--- src/rtl/mux2_share_arbiter_pkg.sv ---
// Shared definitions for the two-requester shared-path arbiter: state
// encodings (which double as the one-hot grant) and the default hold limit.
package mux2_share_arbiter_pkg;

  localparam int DATA_W       = 2;
  localparam int MAX_HOLD_DEF = 8;

  typedef enum logic [1:0] {
    ST_IDLE = 2'b00,
    ST_OWN0 = 2'b01,
    ST_OWN1 = 2'b10
  } state_t;

endpackage

--- src/rtl/mux2_share_arbiter_hold_timer.sv ---
// Per-ownership hold counter: counts granted transfer cycles and flags the
// last cycle an owner may keep the path before a forced hand-over.
module hold_timer #(
  parameter int MAX_HOLD = 8,
  parameter int CNT_W    = 3
) (
  input  logic clk,
  input  logic rst_n,
  input  logic clear,
  input  logic en,
  output logic expire
);

  logic [CNT_W-1:0] cnt;

  assign expire = (cnt == CNT_W'(MAX_HOLD - 1));

  // Clear wins over increment; saturates at MAX_HOLD-1 so it never wraps.
  always_ff @(posedge clk or negedge rst_n) begin
    if (!rst_n) begin
      cnt <= '0;
    end else if (clear) begin
      cnt <= '0;
    end else if (en && !expire) begin
      cnt <= cnt + 1'b1;
    end
  end

endmodule

--- src/rtl/mux2_share_arbiter.sv ---
// Round-robin arbiter sharing one 2-bit 2:1 select path between two
// requesters; registers the granted word onto data_out with out_valid.
module mux2_share_arbiter
  import mux2_share_arbiter_pkg::*;
#(
  parameter int MAX_HOLD = MAX_HOLD_DEF,
  parameter int CNT_W    = 3
) (
  input  logic              clk,
  input  logic              rst_n,
  input  logic [1:0]        req,
  input  logic [1:0]        last,
  input  logic [DATA_W-1:0] data0,
  input  logic [DATA_W-1:0] data1,
  output logic [1:0]        gnt,
  output logic              sel,
  output logic [DATA_W-1:0] data_out,
  output logic              out_valid
);

  state_t state, state_nxt;
  logic   last_owner;
  logic   owning, own_idx, own_req, own_last, oth_req;
  logic   expire, release_own;

  assign owning   = (state == ST_OWN0) || (state == ST_OWN1);
  assign own_idx  = (state == ST_OWN1);
  assign own_req  = req[own_idx];
  assign own_last = last[own_idx];
  assign oth_req  = req[!own_idx];

  // last and timeout together still count as a single release
  assign release_own = owning && (!own_req || own_last || expire);

  hold_timer #(
    .MAX_HOLD (MAX_HOLD),
    .CNT_W    (CNT_W)
  ) u_hold_timer (
    .clk    (clk),
    .rst_n  (rst_n),
    .clear  (release_own),
    .en     (owning && own_req),
    .expire (expire)
  );

  // ---- stage: state register ----
  always_ff @(posedge clk or negedge rst_n) begin
    if (!rst_n) begin
      state <= ST_IDLE;
    end else begin
      state <= state_nxt;
    end
  end

  // ---- stage: next-state logic ----
  always_comb begin
    state_nxt = state;
    case (state)
      ST_IDLE: begin
        case (req)
          2'b01:   state_nxt = ST_OWN0;
          2'b10:   state_nxt = ST_OWN1;
          2'b11:   state_nxt = last_owner ? ST_OWN0 : ST_OWN1;
          default: state_nxt = ST_IDLE;
        endcase
      end
      ST_OWN0, ST_OWN1: begin
        if (release_own) begin
          if (oth_req) begin
            state_nxt = own_idx ? ST_OWN0 : ST_OWN1;
          end else if (own_req && !own_last) begin
            // timeout with nobody waiting: keep the grant, counter restarts
            state_nxt = state;
          end else begin
            state_nxt = ST_IDLE;
          end
        end
      end
      default: state_nxt = ST_IDLE;
    endcase
  end

  // ---- stage: FSM outputs ----
  always_comb begin
    gnt = state;
  end

  // ---- stage: shared output register and round-robin pointer ----
  always_ff @(posedge clk or negedge rst_n) begin
    if (!rst_n) begin
      sel        <= 1'b0;
      data_out   <= '0;
      out_valid  <= 1'b0;
      last_owner <= 1'b1;
    end else begin
      out_valid <= owning && own_req;
      if (owning && own_req) begin
        data_out <= own_idx ? data1 : data0;
      end
      if (release_own) begin
        last_owner <= own_idx;
      end
      if (state_nxt == ST_OWN1) begin
        sel <= 1'b1;
      end else if (state_nxt == ST_OWN0) begin
        sel <= 1'b0;
      end
    end
  end

endmodule

--- config.mk ---
export PLATFORM = sky130hd
export DESIGN_NAME = mux2_share_arbiter
export DESIGN_NICKNAME = d
export VERILOG_FILES = /design/src/rtl/mux2_share_arbiter_pkg.sv /design/src/rtl/mux2_share_arbiter_hold_timer.sv /design/src/rtl/mux2_share_arbiter.sv
export SDC_FILE = /design/constraint.sdc
export NUM_CORES = 1
export LEC_CHECK = 0
export ABC_AREA = 1
export ABC_CLOCK_PERIOD_IN_PS = 2290
export CAP_MARGIN = 20
export CORE_ASPECT_RATIO = 0.9
export CORE_MARGIN = 10
export CORE_UTILIZATION = 45
export CTS_BUF_LIST = sky130_fd_sc_hd__clkbuf_4 sky130_fd_sc_hd__clkbuf_8
export CTS_CLUSTER_DIAMETER = 50
export DETAILED_ROUTE_END_ITERATION = 8
export PLACE_DENSITY = 0.79
export SLEW_MARGIN = 20
export SYNTH_ARGS = -nofsm -noshare
export SYNTH_HDL_FRONTEND = slang
export SYNTH_HIERARCHICAL = 1
export SYNTH_SLANG_ARGS = --single-unit
--- constraint.sdc ---
create_clock -name clk -period 2.29 [get_ports clk]
set_input_delay 0.3435 -clock clk [delete_from_list [all_inputs] [get_ports clk]]
set_output_delay 0.3435 -clock clk [all_outputs]
set_load 0.01 [all_outputs]
==> metrics, run 1 <==
WL per Instance ~12 um; CTS clk-pin slew, worst paths 70 ps; Required @ worst endpoint roughly 2400 ps; CTS Hold Bufs 0; PortBufs 15; DR pass1 iterations 4; PD cells 1240 nW/um^2; syn avg cell area slightly below 8 sq um; TritonCTS clock tree built; # DRC 0; fillcell total about 120; nets@finish ~130; CTS Buf Count 3; Final Cycle Share 0.939; share of post-route cells with drive strength above 1 0.243; worst path buffer plus inverter count 1; Post-Layout Cell Count between 100 and 150; vias in the first global route 576; area grow syn2layout 39.2%; final worst slack between 100 and 150 ps; CP Capture Type register; most frequent cells in the layout nand2_1, clkdlybuf4s50_1, inv_1; CP Cell Sequence ha_1, ha_1, inv_1, nand3_2, nand3_1, nand2_1, nand2_1, nand2_1, nand2_1, nand2_1, ha_1, mux2_2; CP Class register to register; status finished clean; via count a little over 600; # rows 12; Via-to-Cell Ratio about 5.0; post-synthesis instance area ~650 sq um; Net Count, Synth 101; Final Hold Viols 0; Final Slew Violations 0; Placer Congestion between 0.8 and 0.9; Place WS between 10 and 15 ps; Cell Area, Placed 837 sq um; highest clock rate about 0.47 GHz; commonest non-fill, non-tap cell in the layout nand2_1; final instance area about 910 sq um; clk_lat worst skew approximately 260 ps; maximum fanout along the worst path 3; ANT nets after route 0; overall track demand over capacity in global routing 0.0858; Min Clock Period, post-route around 2100 ps; flops & latches, synth 10; I/O pins 16; ant diodes 0; Slew @ Worst Pin about 460 ps; peak supply drop 737 uV; die width 60.2 um; chip height 56.2 um; Initial Util 0.501; CTS sink cnt 10; Final Setup Violations 0; leakage around 0.46 nW; most area-hungry cell type in the Yosys netlist dfrtp_1; CTS H-tree lvls 1; clock buffer depth 2; core area 1310 sq um; Mapped Cells 84; share of the synthesized area in the top cell type 0.344; final setup TNS 0 ps; total routed wirelength roughly 1400 um; RSZ-0062 raised after global routing false; Clock Skew about 7.4 ps; total congestion overflow 0; Netlist cell types 19; Yosys warnings 6; sequential element share of the synthesized area 0.384; worst hold path type input port to asynchronous set/reset pin; placed insts about 120; max incr delay on CP around 400 ps; max cap viols 0; global-route wire length before repair ~2300 um; Slew Limit Headroom 0.696; HPWL after DPL between 1000 and 1500 um; initial drt markers 11; cell family with most CP delay adder cells; Startpoint Class register; largest net degree at the start of global routing 11; initial antenna violation count 0; Max stage delay cell, worst path dfrtp_1; largest cells by area after synthesis dfrtp_1, nand2_1, ha_1; root buf cell clkbuf_4; CP most frequent cell nand2_1; Critical Path AT 2300 ps; Die ar. 3380 sq um
-- area by class of cell --
type,count,area (sq um),area share
inverter,15,57.6,0.0632
clock buffer,4,30.0,0.0330
timing repair buffer,19,180,0.198
sequential,10,253,0.277
tap,14,17.5,0.0192
multi-input combinational,59,373,0.409
-- kinds of logic (layout without fill, tap and decap cells) --
| logic type | after synthesis | in the layout | synth area share |
|---|---|---|---|
| compound gates | 7 | 7 | 0.0707 |
| mux | 1 | 1 | 0.0172 |
| flops | 10 | 10 | 0.384 |
| fa+ha+maj | 7 | 7 | 0.134 |
| buf+inv | 15 | 38 | 0.0879 |
| simple gates | 44 | 44 | 0.306 |
-- where the power goes --
| group | switching (W) | internal, W |
|---|---|---|
| logic | 0.000358 | 0.000332 |
| registers | 0.0000488 | 0.000250 |
| clock network | 0.0000595 | 0.0000791 |
-- flip-flops by register name, summed over array words and instances (netlist names) --
name	flops
u_hold_timer/cnt	3
gnt	2
out_valid	1
data_out	2
last_owner	1
sel	1
-- metal layers --
layer | vias to the layer above | global-route usage | part of all wire
li1 | 312 | - | -
met1 | 282 | 0.0883 | 0.41
met2 | 15 | 0.135 | 0.48
met3 | 2 | 0.0569 | 0.10
met4 | 0 | 0.0287 | 0.0042
met5 | - | 0 | 0
-- Yosys cell counts --
library cell and number:
clkinv_2 1, dfrtp_1 9, nand3_1 9, nand3_2 1, dfstp_2 1, inv_1 11, ha_1 7, o21ai_0 1
a21oi_2 1, o211ai_1 1, a21boi_1 1, nor2_1 5, nor2_4 1, a21oi_1 1, a31oi_1 2, inv_2 3
nand2_1 24, nand2_2 4, mux2_2 1
-- metrics by stage --
stage / total power (W) / utilization / hold slack, ps
floorplan: 0.000706 / - / 47.9
global placement: 0.000915 / 0.641 / 493
detailed placement: 0.000936 / 0.641 / 501
CTS: 0.00108 / 0.664 / 404
global route: 0.00124 / 0.697 / 409
finish: 0.00113 / 0.697 / 395
-- final timing paths --
kind | start | to | slack (ps) | cells after the start
setup / recovery | u_hold_timer/cnt[0]$_DFFE_PN0P_ | sel$_DFFE_PN0P_ | 140 | 12
hold / removal | rst_n | u_hold_timer/cnt[0]$_DFFE_PN0P_ | 390 | 1
setup reg to reg | u_hold_timer/cnt[0]$_DFFE_PN0P_ | sel$_DFFE_PN0P_ | 140 | 12
hold reg to reg | sel$_DFFE_PN0P_ | sel$_DFFE_PN0P_ | 510 | 1
max in group asynchronous | rst_n | last_owner$_DFFE_PN1N_ | 1550 | 1
min in group clk | sel$_DFFE_PN0P_ | sel$_DFFE_PN0P_ | 510 | 1
-- timing repair --
action                                  CTS  global route
gates resized for setup                   0             7
endpoints found under the setup margin    0             1
hold endpoints to repair                  0             0
buffers inserted                          0             2
-- worst reg2reg max path, delay by kind of cell (launching register included) --
kind | cells | cell delay, ps
fa+ha+maj | 3 | 730
buf+inv | 1 | 90
flops | 1 | 400
mux | 1 | 320
simple gates | 7 | 500
Note: power is estimated with default switching activity, not from simulation.
==> run 2, diff against run 1 <==
Settings changed: PLACE_DENSITY 0.79 to 0.78, SYNTH_HIERARCHICAL 1 to not set.
==> metrics, run 2 <==
largest cells by area after synthesis dfrtp_1, ha_1, nand2_1; vias in the first global route 584 (+1.4%); sequential element share of the synthesized area 0.367 (-0.0169); Required @ worst endpoint 2450 ps (about the same); Placer Congestion 0.830 (+1.4%); Slew @ Worst Pin 462 ps (+6.89 ps); peak supply drop 748 uV (+1.5%); Final Cycle Share 0.946 (+0.00750); die width 61.1 um (+1.5%); CTS H-tree lvls 1 (unchanged); Final Hold Viols 0 (unchanged); R2R Path End sel$_DFFE_PN0P_; Net Count, Synth 92 (-8.9%); Final Setup Violations 0 (unchanged); Synth async-reset ratio 1.00 (unchanged); Clock Skew 3.82 ps (-3.57 ps); clock buffer depth 2 (unchanged); root buf cell clkbuf_4; # rows 13 (+1); initial antenna violation count 0 (unchanged); global-route wire length before repair 2680 um (+17%); largest net degree at the start of global routing 11 (unchanged); highest clock rate 0.461 GHz (-0.79%); CTS sink cnt 10 (unchanged); Setup Buffers After CTS 0 (unchanged); max FFs per register 3 (unchanged); most area-hungry cell type in the Yosys netlist dfrtp_1; worst r2r src gnt[0]$_DFF_PN0_; Worst R2R Path Depth 13 (+1); via count 573 (-6.2%); placed insts 110 (-4.3%); CTS Buf Count 3 (unchanged); CP Capture Type register; CP Cell Sequence inv_1, ha_2, nand2_2, nand2_4, nand3_4, nand3_1, nand2_1, nand2_1, nand2_2, nand2_1, nand2_1, ha_1, mux2_2; count leader, synth nand2_1; core area 1450 sq um (+11%); overall track demand over capacity in global routing 0.103 (+0.0174); status finished clean; RSZ-0062 raised after global routing false; final instance area 912 sq um (+0.14%); commonest cells in the netlist nand2_1, inv_1, dfrtp_1; PD cells 1300 nW/um^2 (+5.4%); clk_lat worst skew 280 ps (+20 ps); WL per Instance 14.0 um (+18%); final worst slack 123 ps (-17.2 ps); Mapped Cells 76 (-9.5%); # DRC 0 (unchanged); Cell Area, Placed 873 sq um (+4.3%); commonest non-fill, non-tap cell in the layout clkdlybuf4s50_1; Place WS 22.5 ps (+9.96 ps); TritonCTS clock tree built; CTS clk-pin slew, worst paths 70 ps (about the same); most frequent cells in the layout clkdlybuf4s50_1, nand2_1, inv_1; post-synthesis instance area 684 sq um (+4.6%); Min Hold Slack 379 ps (-16.3 ps); Most flops, register u_hold_timer.cnt; nets@finish 116 (-7.2%); Yosys warnings 0 (-6); total routed wirelength 1600 um (+11%); I/O pins 16 (unchanged); ANT nets after route 0 (unchanged); Reg2Reg Setup Slack 120 ps (-20 ps); Die ar. 3480 sq um (+3.0%); fillcell total 122 (-0.81%); Critical Path AT 2330 ps (+30 ps); Synth Flop Type dfrtp_1; final setup TNS 0 ps (unchanged); number of flops mapped to enable cells by yosys 0 (unchanged); Max stage delay cell, worst path dfrtp_1; HPWL after DPL 1250 um (+9.2%); total congestion overflow 0 (unchanged); DR pass1 iterations 4 (unchanged); syn avg cell area 9.01 sq um (+16%); share of the synthesized area in the top cell type 0.329 (-0.0151); area grow syn2layout 33.3%; Startpoint Class register; Initial Util 0.473 (-0.0282); flops & latches, synth 10 (unchanged); Min Clock Period, post-route 2170 ps (+17.2 ps); Via-to-Cell Ratio 5.03 (-0.46%); max cap viols 0 (unchanged); Post-Layout Cell Count 114 (-5.8%); initial drt markers 12 (+1); Final Slew Violations 0 (unchanged); Netlist cell types 23 (+4); CP most frequent cell nand2_1; max incr delay on CP 380 ps (-20 ps); chip height 57.0 um (+1.5%); CP Class register to register; worst hold path type input port to asynchronous set/reset pin; ant diodes 0 (unchanged); leakage 0.430 nW (-5.8%); Slew Limit Headroom 0.691 (-0.00461); share of post-route cells with drive strength above 1 0.263 (+0.0196); maximum fanout along the worst path 6 (+3); PortBufs 15 (unchanged)
-- run 2: changes by cell type after synthesis, moves of 2 or more --
cell / delta
o21ai_0: +2
nand4_1: +2
nand3_1: -3
inv_2: -3
nor2_1: -2
nand2_4: +3
nand2_1: -10
-- run 2: per-stage QoR --
stage | util | total power (W)
2_1_floorplan | - | 0.000785
3_3_place_gp | 0.603 | 0.00100
3_5_place_dp | 0.603 | 0.00101
4_1_cts | 0.630 | 0.00120
5_1_grt | 0.630 | 0.00129
6_report | 0.630 | 0.00119
-- run 2: final cells by class --
cell class,instances,area [sq um],share of cell area
Clock buffer,4,36.3,0.0398
Inverter,11,48.8,0.0535
Multi-Input combinational cell,53,362,0.396
Sequential cell,10,251,0.276
Tap cell,15,18.8,0.0206
Timing Repair Buffer,21,195,0.214
-- run 2: how the worst max path moves through the flow --
stage	startpoint	end	slack, ps
2_1_floorplan	gnt[0]$_DFF_PN0_	sel$_DFFE_PN0P_	180
3_3_place_gp	gnt[0]$_DFF_PN0_	sel$_DFFE_PN0P_	70
3_5_place_dp	gnt[0]$_DFF_PN0_	sel$_DFFE_PN0P_	20
4_1_cts	gnt[0]$_DFF_PN0_	sel$_DFFE_PN0P_	120
5_1_grt	gnt[0]$_DFF_PN0_	sel$_DFFE_PN0P_	10
6_report	gnt[0]$_DFF_PN0_	sel$_DFFE_PN0P_	120
-- run 2: where the power goes --
group | switching, W | internal (W)
logic | 0.000393 | 0.000348
clock network | 0.0000699 | 0.0000969
registers | 0.0000320 | 0.000250
total | 0.000495 | 0.000695
-- run 2: what timing repair did --
item                                    CTS  global route
gates resized for setup                   1             0
endpoints found under the setup margin    1             0
hold buffers                              0             0
hold endpoints to repair                  0             0
-- run 2: logic make-up after synthesis --
family	share of synthesized area
muxes	0.0311
and+or+nand+nor	0.276
adders and majority gates	0.110
DFF	0.367
buffers and inverters	0.108
AOI/OAI and AO/OA	0.108
-- run 2: critical path: cells and delay by family (launching register included) --
| family | cells | cell delay [ps] |
|---|---|---|
| flops | 1 | 380 |
| buf+inv | 1 | 90 |
| mux | 1 | 320 |
| simple gates | 9 | 690 |
| fa+ha+maj | 2 | 580 |
-- run 2: metal layers --
metal,track usage,vias to the layer above,part of all wire
met5,0,-,0
met4,0.0717,0,0.029
met3,0.0575,5,0.082
met2,0.141,18,0.45
met1,0.118,256,0.44
li1,-,294,-
==> run 3, diff against run 2 <==
Settings changed: GPL_ROUTABILITY_DRIVEN set to 1.
==> results of run 3 <==
No change in the layout: final DEF, timing and power equal those of run 2.
